**config.mk**
```make
export PLATFORM = sky130hd
export DESIGN_NAME = clock_set_ctrl
export DESIGN_NICKNAME = d
export VERILOG_FILES = /design/src/rtl/clock_set_ctrl.sv
export SDC_FILE = /design/constraint.sdc
export NUM_CORES = 1
export LEC_CHECK = 0
export BUFFER_PORTS_ARGS = -buffer_cell sky130_fd_sc_hd__buf_4
export CORE_MARGIN = 2
export CORE_UTILIZATION = 40
export DETAILED_ROUTE_END_ITERATION = 8
export GPL_TIMING_DRIVEN = 0
export HOLD_SLACK_MARGIN = 0.06
export PLACE_DENSITY = 0.68
export SLEW_MARGIN = 0
export SYNTH_ARGS = -nofsm -noshare
export SYNTH_HDL_FRONTEND = slang
export SYNTH_SLANG_ARGS = --single-unit
```
**constraint.sdc**
```tcl
create_clock -name i_clk -period 6.4 [get_ports i_clk]
set_input_delay 0.32 -clock i_clk [delete_from_list [all_inputs] [get_ports i_clk]]
set_output_delay 0.32 -clock i_clk [all_outputs]
set_load 0.05 [all_outputs]
```
**src/rtl/clock_set_ctrl.sv**
```systemverilog
// Time-set controller for the 12-hour HH:MM:SS clock: gates the 1 Hz run enable and runs the
// button-driven hours/minutes set sequence, finishing with a one-cycle parallel load.
module clock_set_ctrl #(
    parameter int unsigned REPEAT_DLY = 25_000_000,
    parameter int unsigned REPEAT_CYC = 5_000_000,
    parameter int unsigned TIMEOUT    = 30
) (
    input  logic       i_clk,
    input  logic       i_rst,
    input  logic       i_tick,
    input  logic       i_btn_mode,
    input  logic       i_btn_inc,
    input  logic [7:0] i_hh,
    input  logic [7:0] i_mm,
    input  logic       i_pm,
    output logic       o_clk_en,
    output logic       o_ld,
    output logic [7:0] o_ld_hh,
    output logic [7:0] o_ld_mm,
    output logic [7:0] o_ld_ss,
    output logic       o_ld_pm,
    output logic [1:0] o_mode,
    output logic       o_blank_hh,
    output logic       o_blank_mm
);

    localparam int unsigned HoldMax = (REPEAT_DLY > REPEAT_CYC) ? REPEAT_DLY : REPEAT_CYC;
    localparam int unsigned HoldW   = $clog2(HoldMax + 1);
    localparam int unsigned TmoW    = (TIMEOUT > 1) ? $clog2(TIMEOUT + 1) : 1;

    localparam logic [HoldW-1:0] DlyCnt  = HoldW'(REPEAT_DLY);
    localparam logic [HoldW-1:0] CycCnt  = HoldW'(REPEAT_CYC);
    localparam logic [TmoW-1:0]  TmoLast = TmoW'(TIMEOUT - 1);

    typedef enum logic [1:0] {
        StRun    = 2'd0,
        StSetHh  = 2'd1,
        StSetMm  = 2'd2,
        StCommit = 2'd3
    } state_e;

    state_e           state_q, state_d;
    logic             mode_prev_q, inc_prev_q;
    logic [7:0]       sh_hh_q, sh_hh_d;
    logic [7:0]       sh_mm_q, sh_mm_d;
    logic             sh_pm_q, sh_pm_d;
    logic [HoldW-1:0] hold_q, hold_d;
    logic             hold_act_q, hold_act_d;
    logic             rep_q, rep_d;
    logic [TmoW-1:0]  tmo_q, tmo_d;
    logic             toggle_q, toggle_d;
    logic             ld_q, ld_d;
    logic             blank_hh_q, blank_hh_d;
    logic             blank_mm_q, blank_mm_d;

    logic mode_p, inc_p, in_set, rep_fire, step;

    // 12-hour BCD hours advance; the 11 -> 00 wrap is handled by the caller to flip PM.
    function automatic logic [7:0] hh_inc(input logic [7:0] v);
        if (v == 8'h11) return 8'h00;
        if (v[3:0] == 4'd9) return {v[7:4] + 4'd1, 4'd0};
        return {v[7:4], v[3:0] + 4'd1};
    endfunction

    function automatic logic [7:0] mm_inc(input logic [7:0] v);
        if (v == 8'h59) return 8'h00;
        if (v[3:0] == 4'd9) return {v[7:4] + 4'd1, 4'd0};
        return {v[7:4], v[3:0] + 4'd1};
    endfunction

    assign mode_p = i_btn_mode & ~mode_prev_q;
    assign inc_p  = i_btn_inc & ~inc_prev_q;
    assign in_set = (state_q == StSetHh) || (state_q == StSetMm);

    // Repeat phase compares against the shorter period once the initial delay has elapsed.
    assign rep_fire = in_set & i_btn_inc & hold_act_q & ~inc_p &
                      (hold_q == (rep_q ? CycCnt : DlyCnt));
    assign step     = in_set & (inc_p | rep_fire) & ~mode_p;

    always_comb begin
        state_d    = state_q;
        sh_hh_d    = sh_hh_q;
        sh_mm_d    = sh_mm_q;
        sh_pm_d    = sh_pm_q;
        tmo_d      = tmo_q;
        toggle_d   = toggle_q;
        hold_d     = hold_q;
        hold_act_d = hold_act_q;
        rep_d      = rep_q;

        unique case (state_q)
            StRun: begin
                tmo_d = '0;
                if (mode_p) begin
                    sh_hh_d = i_hh;
                    sh_mm_d = i_mm;
                    sh_pm_d = i_pm;
                    state_d = StSetHh;
                end
            end
            StSetHh, StSetMm: begin
                if (step) begin
                    if (state_q == StSetHh) begin
                        sh_hh_d = hh_inc(sh_hh_q);
                        if (sh_hh_q == 8'h11) sh_pm_d = ~sh_pm_q;
                    end else begin
                        sh_mm_d = mm_inc(sh_mm_q);
                    end
                end

                if (step) toggle_d = 1'b0;
                else if (i_tick) toggle_d = ~toggle_q;

                if (mode_p || inc_p) begin
                    tmo_d = '0;
                end else if (i_tick) begin
                    if (tmo_q == TmoLast) begin
                        tmo_d   = '0;
                        state_d = StRun;
                    end else begin
                        tmo_d = tmo_q + TmoW'(1);
                    end
                end

                if (mode_p) state_d = (state_q == StSetHh) ? StSetMm : StCommit;
            end
            StCommit: begin
                state_d = StRun;
            end
            default: state_d = StRun;
        endcase

        // Auto-repeat only arms on a fresh inc edge within the current set state.
        if (!(in_set && i_btn_inc) || (state_d != state_q)) begin
            hold_d     = '0;
            hold_act_d = 1'b0;
            rep_d      = 1'b0;
        end else if (inc_p) begin
            hold_d     = HoldW'(1);
            hold_act_d = 1'b1;
            rep_d      = 1'b0;
        end else if (hold_act_q) begin
            if (rep_fire) begin
                hold_d = HoldW'(1);
                rep_d  = 1'b1;
            end else begin
                hold_d = hold_q + HoldW'(1);
            end
        end

        if ((state_d == StRun) || (state_d == StCommit)) toggle_d = 1'b0;

        ld_d       = (state_d == StCommit);
        blank_hh_d = toggle_d & (state_d == StSetHh);
        blank_mm_d = toggle_d & (state_d == StSetMm);
    end

    always_ff @(posedge i_clk or negedge i_rst) begin
        if (!i_rst) begin
            state_q     <= StRun;
            mode_prev_q <= 1'b0;
            inc_prev_q  <= 1'b0;
            sh_hh_q     <= 8'h00;
            sh_mm_q     <= 8'h00;
            sh_pm_q     <= 1'b0;
            hold_q      <= '0;
            hold_act_q  <= 1'b0;
            rep_q       <= 1'b0;
            tmo_q       <= '0;
            toggle_q    <= 1'b0;
            ld_q        <= 1'b0;
            blank_hh_q  <= 1'b0;
            blank_mm_q  <= 1'b0;
        end else begin
            state_q     <= state_d;
            mode_prev_q <= i_btn_mode;
            inc_prev_q  <= i_btn_inc;
            sh_hh_q     <= sh_hh_d;
            sh_mm_q     <= sh_mm_d;
            sh_pm_q     <= sh_pm_d;
            hold_q      <= hold_d;
            hold_act_q  <= hold_act_d;
            rep_q       <= rep_d;
            tmo_q       <= tmo_d;
            toggle_q    <= toggle_d;
            ld_q        <= ld_d;
            blank_hh_q  <= blank_hh_d;
            blank_mm_q  <= blank_mm_d;
        end
    end

    assign o_clk_en   = i_tick & (state_q == StRun) & i_rst;
    assign o_ld       = ld_q;
    assign o_ld_hh    = sh_hh_q;
    assign o_ld_mm    = sh_mm_q;
    assign o_ld_ss    = 8'h00;
    assign o_ld_pm    = sh_pm_q;
    assign o_mode     = state_q;
    assign o_blank_hh = blank_hh_q;
    assign o_blank_mm = blank_mm_q;

endmodule

```
==> Yosys cells after proc, flatten, opt, wreduce, memory -nomap -nowiden <==
Cells that the tools add are included.
{ "classes": {"n_addsub": 6, "eq_ne": 21, "mux": 65, "bitwise": 19, "reduce_logical": 20} }
{ "op_table": {"columns": ["operator", "n"], "rows": [
  ["$mux W25", 5],
  ["$mux W8", 14],
  ["$mux W1", 33],
  ["$pmux W8 S2", 2],
  ["$add A25 B1 Y25 const B", 1],
  ["$eq A25 B25 Y1", 1],
  ["$add A4 B1 Y4 const B", 4],
  ["$mux W5", 3],
  ["$reduce_and A5 Y1", 3],
  ["$and A1 B1 Y1", 12],
  ["$mux W2", 5],
  ["$ne A2 B2 Y1 const B", 5],
  ["$pmux W5 S2", 1],
  ["$ne A3 B3 Y1 const B", 3],
  ["$eq A2 B2 Y1 const B", 4],
  ["$eq A4 B4 Y1 const B", 2],
  ["$eq A8 B5 Y1 const B", 1],
  ["$eq A8 B7 Y1 const B", 1],
  ["$reduce_and A4 Y1", 2],
  ["$not A1 Y1", 6],
  ["$pmux W2 S3", 1],
  ["$reduce_bool A3 Y1", 2],
  ["$add A5 B1 Y5 const B", 1],
  ["$eq A5 B5 Y1 const B", 1],
  ["11 further kinds", 18]
]} }
{ "word_totals": {"regBits": 57, "input_bits": 22, "wordCells": 147} }

==> Longest topological paths before layout <==
{ "logic_depth": {"word_depth": 20, "mapped_depth": 10, "depth_no_buf": 10} }

==> Least setup slack after synthesis <==
OpenSTA, ideal clock, no wires.
{ "synth_timing": {"path_type": "reg-to-reg", "start": "register state_q[0] (netlist: o_mode[0])", "end": "register blank_hh_q (netlist: o_blank_hh)", "arrival_time_ns": 2.753, "t_required_ns": 6.334, "path_slack_ns": 3.581, "stages_incl_launch_ff": 11, "path_buffers": 2, "cell_sequence": "dfrtp_1 inv_1 ha_1 buf_2 clkbuf_1 a21oi_1 a211oi_1 ha_1 nor2_1 o31a_1 and2_1"} }
{ "synth_between": {"elab_cells_between_ends": 28, "classes_between": "5 x eq/ne; 10 x mux; 8 x bitwise; 5 x reduce/logical"} }
{ "synth_lines": {"columns": ["item", "line_no", "text"], "rows": [
  ["start, declared", "42", "state_e state_q, state_d;"],
  ["start signal, assigned", "160", "state_q <= StRun;"],
  ["start signal, assigned", "175", "state_q <= state_d;"],
  ["$eq A2 B2 Y1 or $eq A2 B1 Y1 (tied branches)", "91", "unique case (state_q)"],
  ["$reduce_or A2 Y1", "91", null],
  ["$pmux W2 S3 (*)", "91", null],
  ["net state_d[1]", "42", null],
  ["$eq A2 B2 Y1 or $logic_not A2 Y1 (tied branches)", "151", "if ((state_d == StRun) || (state_d == StCommit)) toggle_d = 1'b0;"],
  ["$logic_or A1 B1 Y1 (*)", "151", null],
  ["$mux W1 (*)", "151", null],
  ["net toggle_d", "51", "logic toggle_q, toggle_d;"],
  ["$and A1 B1 Y1 (*)", "154", "blank_hh_d = toggle_d & (state_d == StSetHh);"],
  ["net blank_hh_d", "53", "logic blank_hh_q, blank_hh_d;"],
  ["end signal, assigned", "187", "blank_hh_q <= blank_hh_d;"],
  ["end, declared", "53", null]
]} }
Mark *: on every way through the listed nets, which the timed path passes. The rest lies on a longest branch.
A chain may end at the register's enable or synchronous reset.

==> Final worst setup path <==
{ "layout_timing": {"start": "register state_q[0] (netlist: o_mode[0])", "end": "register sh_hh_q[0] (netlist: o_ld_hh[0])"} }
{ "layout_between": {"elab_chain_len": 11, "elab_cells_between_ends": 18, "classes_between": "5 x eq/ne; 1 x mux; 7 x bitwise; 5 x reduce/logical"} }
{ "layout_lines": {"columns": ["item", "line_no", "text"], "rows": [
  ["$eq A2 B1 Y1 or $eq A2 B2 Y1 (tied branches)", "73, 91, 103", null],
  ["$logic_or A1 B1 Y1", "73", "assign in_set = (state_q == StSetHh) || (state_q == StSetMm);"],
  ["$and A1 B1 Y1 (4 in series)", "76", "assign rep_fire = in_set & i_btn_inc & hold_act_q & ~inc_p &"],
  ["$or A1 B1 Y1", "78", "assign step = in_set & (inc_p | rep_fire) & ~mode_p;"],
  ["$and A1 B1 Y1 (2 in series)", "78", null],
  ["$ne A2 B2 Y1 (no line)", null, null],
  ["$reduce_and A4 Y1 (no line)", null, null],
  ["end signal, assigned", "178", "sh_hh_q <= sh_hh_d;"],
  ["end, declared", "44", "logic [7:0] sh_hh_q, sh_hh_d;"]
]} }
Parallel ways exist; a longest one is shown, timed or not.

==> impl_results.md <==
- Count of final setup violators: 0
- Root Buffer: sky130_fd_sc_hd__clkbuf_8
- Prevailing post-synth register cell: sky130_fd_sc_hd__dfrtp_1
- Setup_tns: 0 ns
- Number of distinct library cells after synthesis: 61
- Run status: finished, final reports clean
- Initial core utilization: 41.1%
- Via count: 3084
- Slew at the pin closest to its max-slew limit: 0.725 ns
- Leakage: 1.90 nW
- Clock-pin slew of the registers on the worst-case setup and hold paths: 0.07 ns
- Vias in the first global route: 3001
- Clock latency at the later pin of the worst-skew pair: 0.34 ns
- Placed cell areas: 0.00406 mm^2
- Layout area overhead: 18.6%
- Cell area power density: 415 mW/mm^2
- Seq/Total Area, Yosys: 40.0%
- Post-route cell area: 0.00424 mm^2
- # port buffers: 44
- Peak fanout along the critical path: 10
- Drt wl/cell: 14.7 um
- Pins over their slew limit: 0
- Number of iterations in the first detailed-routing pass: 4
- Antenna violations before repair: 0
- Top-Level Pins: 53
- Number of flip-flops and latches in the synthesized netlist: 57
- Average vias per placed instance: 5.48
- Fraction of registers with async set/reset: 100%
- Wire length of the first global-routing pass: 14.2 mm
- Detailed-route DRC error count: 0
- Max Cap Viol: 0
- Post-synthesis cell count: 388
- CTS max path bufs: 2
- Final worst path period share: 48.5%
- Worst hold-check path type: input pin to async pin
- Average instance area after synthesis: 9.20 um^2
- DRC marker count from the first detailed-route iteration: 86
- Arrival time of the worst setup path: 3.33 ns
- Maximum number of pins on one net before global-route repair: 59
- Count of instances resized after the clock tree is built: 0
- Standard cell core area: 0.00868 mm^2
- Worst path cell trace: inv_1 > ha_1 > buf_2 > clkinv_1 > nand3_1 > nand2_1 > a31oi_1 > mux2_2
- Number of H-tree levels: 3
- Yosys warning count: 0
- Minimum clock period: 3.10 ns
- Total CTS buffers: 9
- Die area: 0.00970 mm^2
- Clock tree from TritonCTS: built
- N_diodes: 0
- Num Clock Sinks: 57
- Post-synthesis instance area: 0.00357 mm^2
- Number of hold violations in the final report: 0
- Routability-driven placement congestion ratio: 0.881
- Antenna Violating Nets Remaining: 0
- Post-CTS Hold Buffers: 0
- F_max: 322 MHz
- Highest ir drop seen on vdd: 0.269 mV
- Layout Nets: 490
- Type of the worst setup path: flip-flop to flip-flop
- Clock Skews: 0.00791 ns
- Worst slew margin: 51.7%
- Slowest stage cell, crit path: sky130_fd_sc_hd__a31oi_1
- RSZ-0062 raised after global routing: false
- Slowest cell delay on critical path: 0.53 ns
- Worst Path Required: 6.63 ns
- Critical Path Source Type: flip-flop
- Number of enable-type register cells in the synthesized netlist: 0
- Post-CTS Setup Bufs: 0
- Overall fraction of global-route tracks in use: 17.7%
- Total congestion overflow after global routing: 0
- Setup crit end kind: flip-flop
- Row cnt: 34
- Post-detail-place hpwl: 5.87 mm
- Fraction of layout cells with a size suffix above 1: 18.7%
- Die X: 98.5 um
- Total length of routed wires: 8.25 mm
- Floorplan die height: 98.5 um
routing by layer:
layer  wire length [um]  part of all wire [%]  up-vias  track usage, %
li1                   -                     -     1511               -
met1               3740                    45     1505            23.1
met2               4060                    49       54            29.3
met3                321                   3.9       14            4.40
met4                131                   1.6        0            5.37
met5                  0                     0        -               0
flip-flops by register name, indices dropped and copies added (netlist names):
signal	count
o_ld_pm	1
hold_act_q	1
o_ld	1
inc_prev_q	1
hold_q	25
toggle_q	1
o_blank_mm	1
o_ld_mm	8
mode_prev_q	1
rep_q	1
o_ld_hh	8
o_mode	2
o_blank_hh	1
tmo_q	5
where the power goes:
part	leakage (nW)	switching (mW)	internal, mW	total (mW)
sequential	0.762	0.0833	0.428	0.512
combinational	1.04	0.639	0.300	0.938
clock	0.0932	0.147	0.160	0.307
through the flow:
step                      hold slack [ns]  setup slack [ns]  util (%)  cells  power [mW]
final                              0.0470              3.30      48.8    563        1.76
after global routing                0.111              3.03      48.8    563        1.89
after CTS                          0.0727              3.24      48.8    563        1.77
after detailed placement            0.440              3.28      46.8    547        1.45
after global placement              0.432              3.33      46.8    547        1.44
after floorplan                    0.0244              3.58         -    395        1.18
cell usage in the layout (no fill, tap or decap), drive strengths merged, types with 5 or more instances in the layout:
master / n
nand3: 13
o21ai: 35
inv: 16
o211ai: 9
nor3: 8
nor3b: 6
and2: 5
nor2b: 8
nor2: 41
nand2: 19
clkbuf: 18
dfrtp: 57
buf: 60
xor2: 19
nand4: 6
or3: 6
ha: 18
a21oi: 19
and3: 12
nand2b: 5
o2111ai: 5
conb: 8
worst max-delay path: cells and delay by family (launching register included):
kind	cells	cell delay, ns
AND/OR/NAND/NOR	2	0.44
multiplexers	1	0.40
buffers and inverters	3	0.78
adder cells (fa/ha/maj)	1	0.40
flip-flops	1	0.43
AO/OA/AOI/OAI	1	0.53
Yosys cell counts, types with 3 or more instances:
cell	count	area [um^2]
sky130_fd_sc_hd__dfrtp_1	57	1430
sky130_fd_sc_hd__nor2_1	40	150
sky130_fd_sc_hd__o21ai_0	30	150
sky130_fd_sc_hd__a21oi_1	19	95.1
sky130_fd_sc_hd__nand2_1	19	71.3
sky130_fd_sc_hd__xor2_1	19	166
sky130_fd_sc_hd__ha_1	18	225
sky130_fd_sc_hd__inv_1	16	60.1
sky130_fd_sc_hd__nand3_1	13	65.1
sky130_fd_sc_hd__and3_1	12	75.1
sky130_fd_sc_hd__o211ai_1	9	67.6
sky130_fd_sc_hd__buf_4	8	60.1
sky130_fd_sc_hd__nor2b_1	8	50.1
sky130_fd_sc_hd__nor3_1	8	40.0
sky130_fd_sc_hd__buf_2	6	30.0
sky130_fd_sc_hd__nor3b_1	6	45.0
sky130_fd_sc_hd__or3_1	6	37.5
sky130_fd_sc_hd__and2_1	5	31.3
sky130_fd_sc_hd__clkbuf_1	5	18.8
sky130_fd_sc_hd__nand2b_1	5	31.3
sky130_fd_sc_hd__a21o_1	4	30.0
sky130_fd_sc_hd__nand4_1	4	25.0
sky130_fd_sc_hd__o2111ai_1	4	35.0
sky130_fd_sc_hd__o21ai_1	4	20.0
sky130_fd_sc_hd__o22ai_1	4	25.0
sky130_fd_sc_hd__o2bb2ai_1	4	35.0
sky130_fd_sc_hd__o31ai_1	4	30.0
sky130_fd_sc_hd__a31oi_1	3	18.8
sky130_fd_sc_hd__and4_1	3	26.3
sky130_fd_sc_hd__mux2i_1	3	30.0
layout make-up:
class                      count  area (um^2)
buffer                        21          116
clock buffer                  13          159
clock inverter                 3         15.0
fill                         835         4440
inverter                      17         63.8
multi-input combinational    300         1990
sequential                    57         1430
tap                          108          135
timing repair buffer          44          330
kinds of logic after synthesis:
kind of cell               count (synthesis)  share of synthesized area, %
DFF                                       57                          40.0
muxes                                      7                          2.10
xor gates and xnor gates                  21                          5.15
adders and majority gates                 18                          6.31
buffers and inverters                     38                          5.05
and+or+nand+nor                          144                          22.0
other                                      1                         0.105
AOI/OAI and AO/OA                        102                          19.3
worst paths after layout:
kind | slack [ns] | startpoint | cells after the start | endpoint
max | 3.30 | o_mode[0]$_DFF_PN0_ | 8 | o_ld_hh[0]$_DFFE_PN0P_
min | 0.05 | i_rst | 1 | hold_q[7]$_DFFE_PN0P_
max reg2reg | 3.30 | o_mode[0]$_DFF_PN0_ | 8 | o_ld_hh[0]$_DFFE_PN0P_
min reg2reg | 0.48 | tmo_q[4]$_DFFE_PN0P_ | 1 | tmo_q[4]$_DFFE_PN0P_
max in group asynchronous | 5.88 | i_rst | 1 | o_ld_hh[3]$_DFFE_PN0P_
min in group i_clk | 0.12 | i_btn_mode | 1 | mode_prev_q$_DFF_PN0_
No activity file was read; power rests on OpenSTA's default activity.
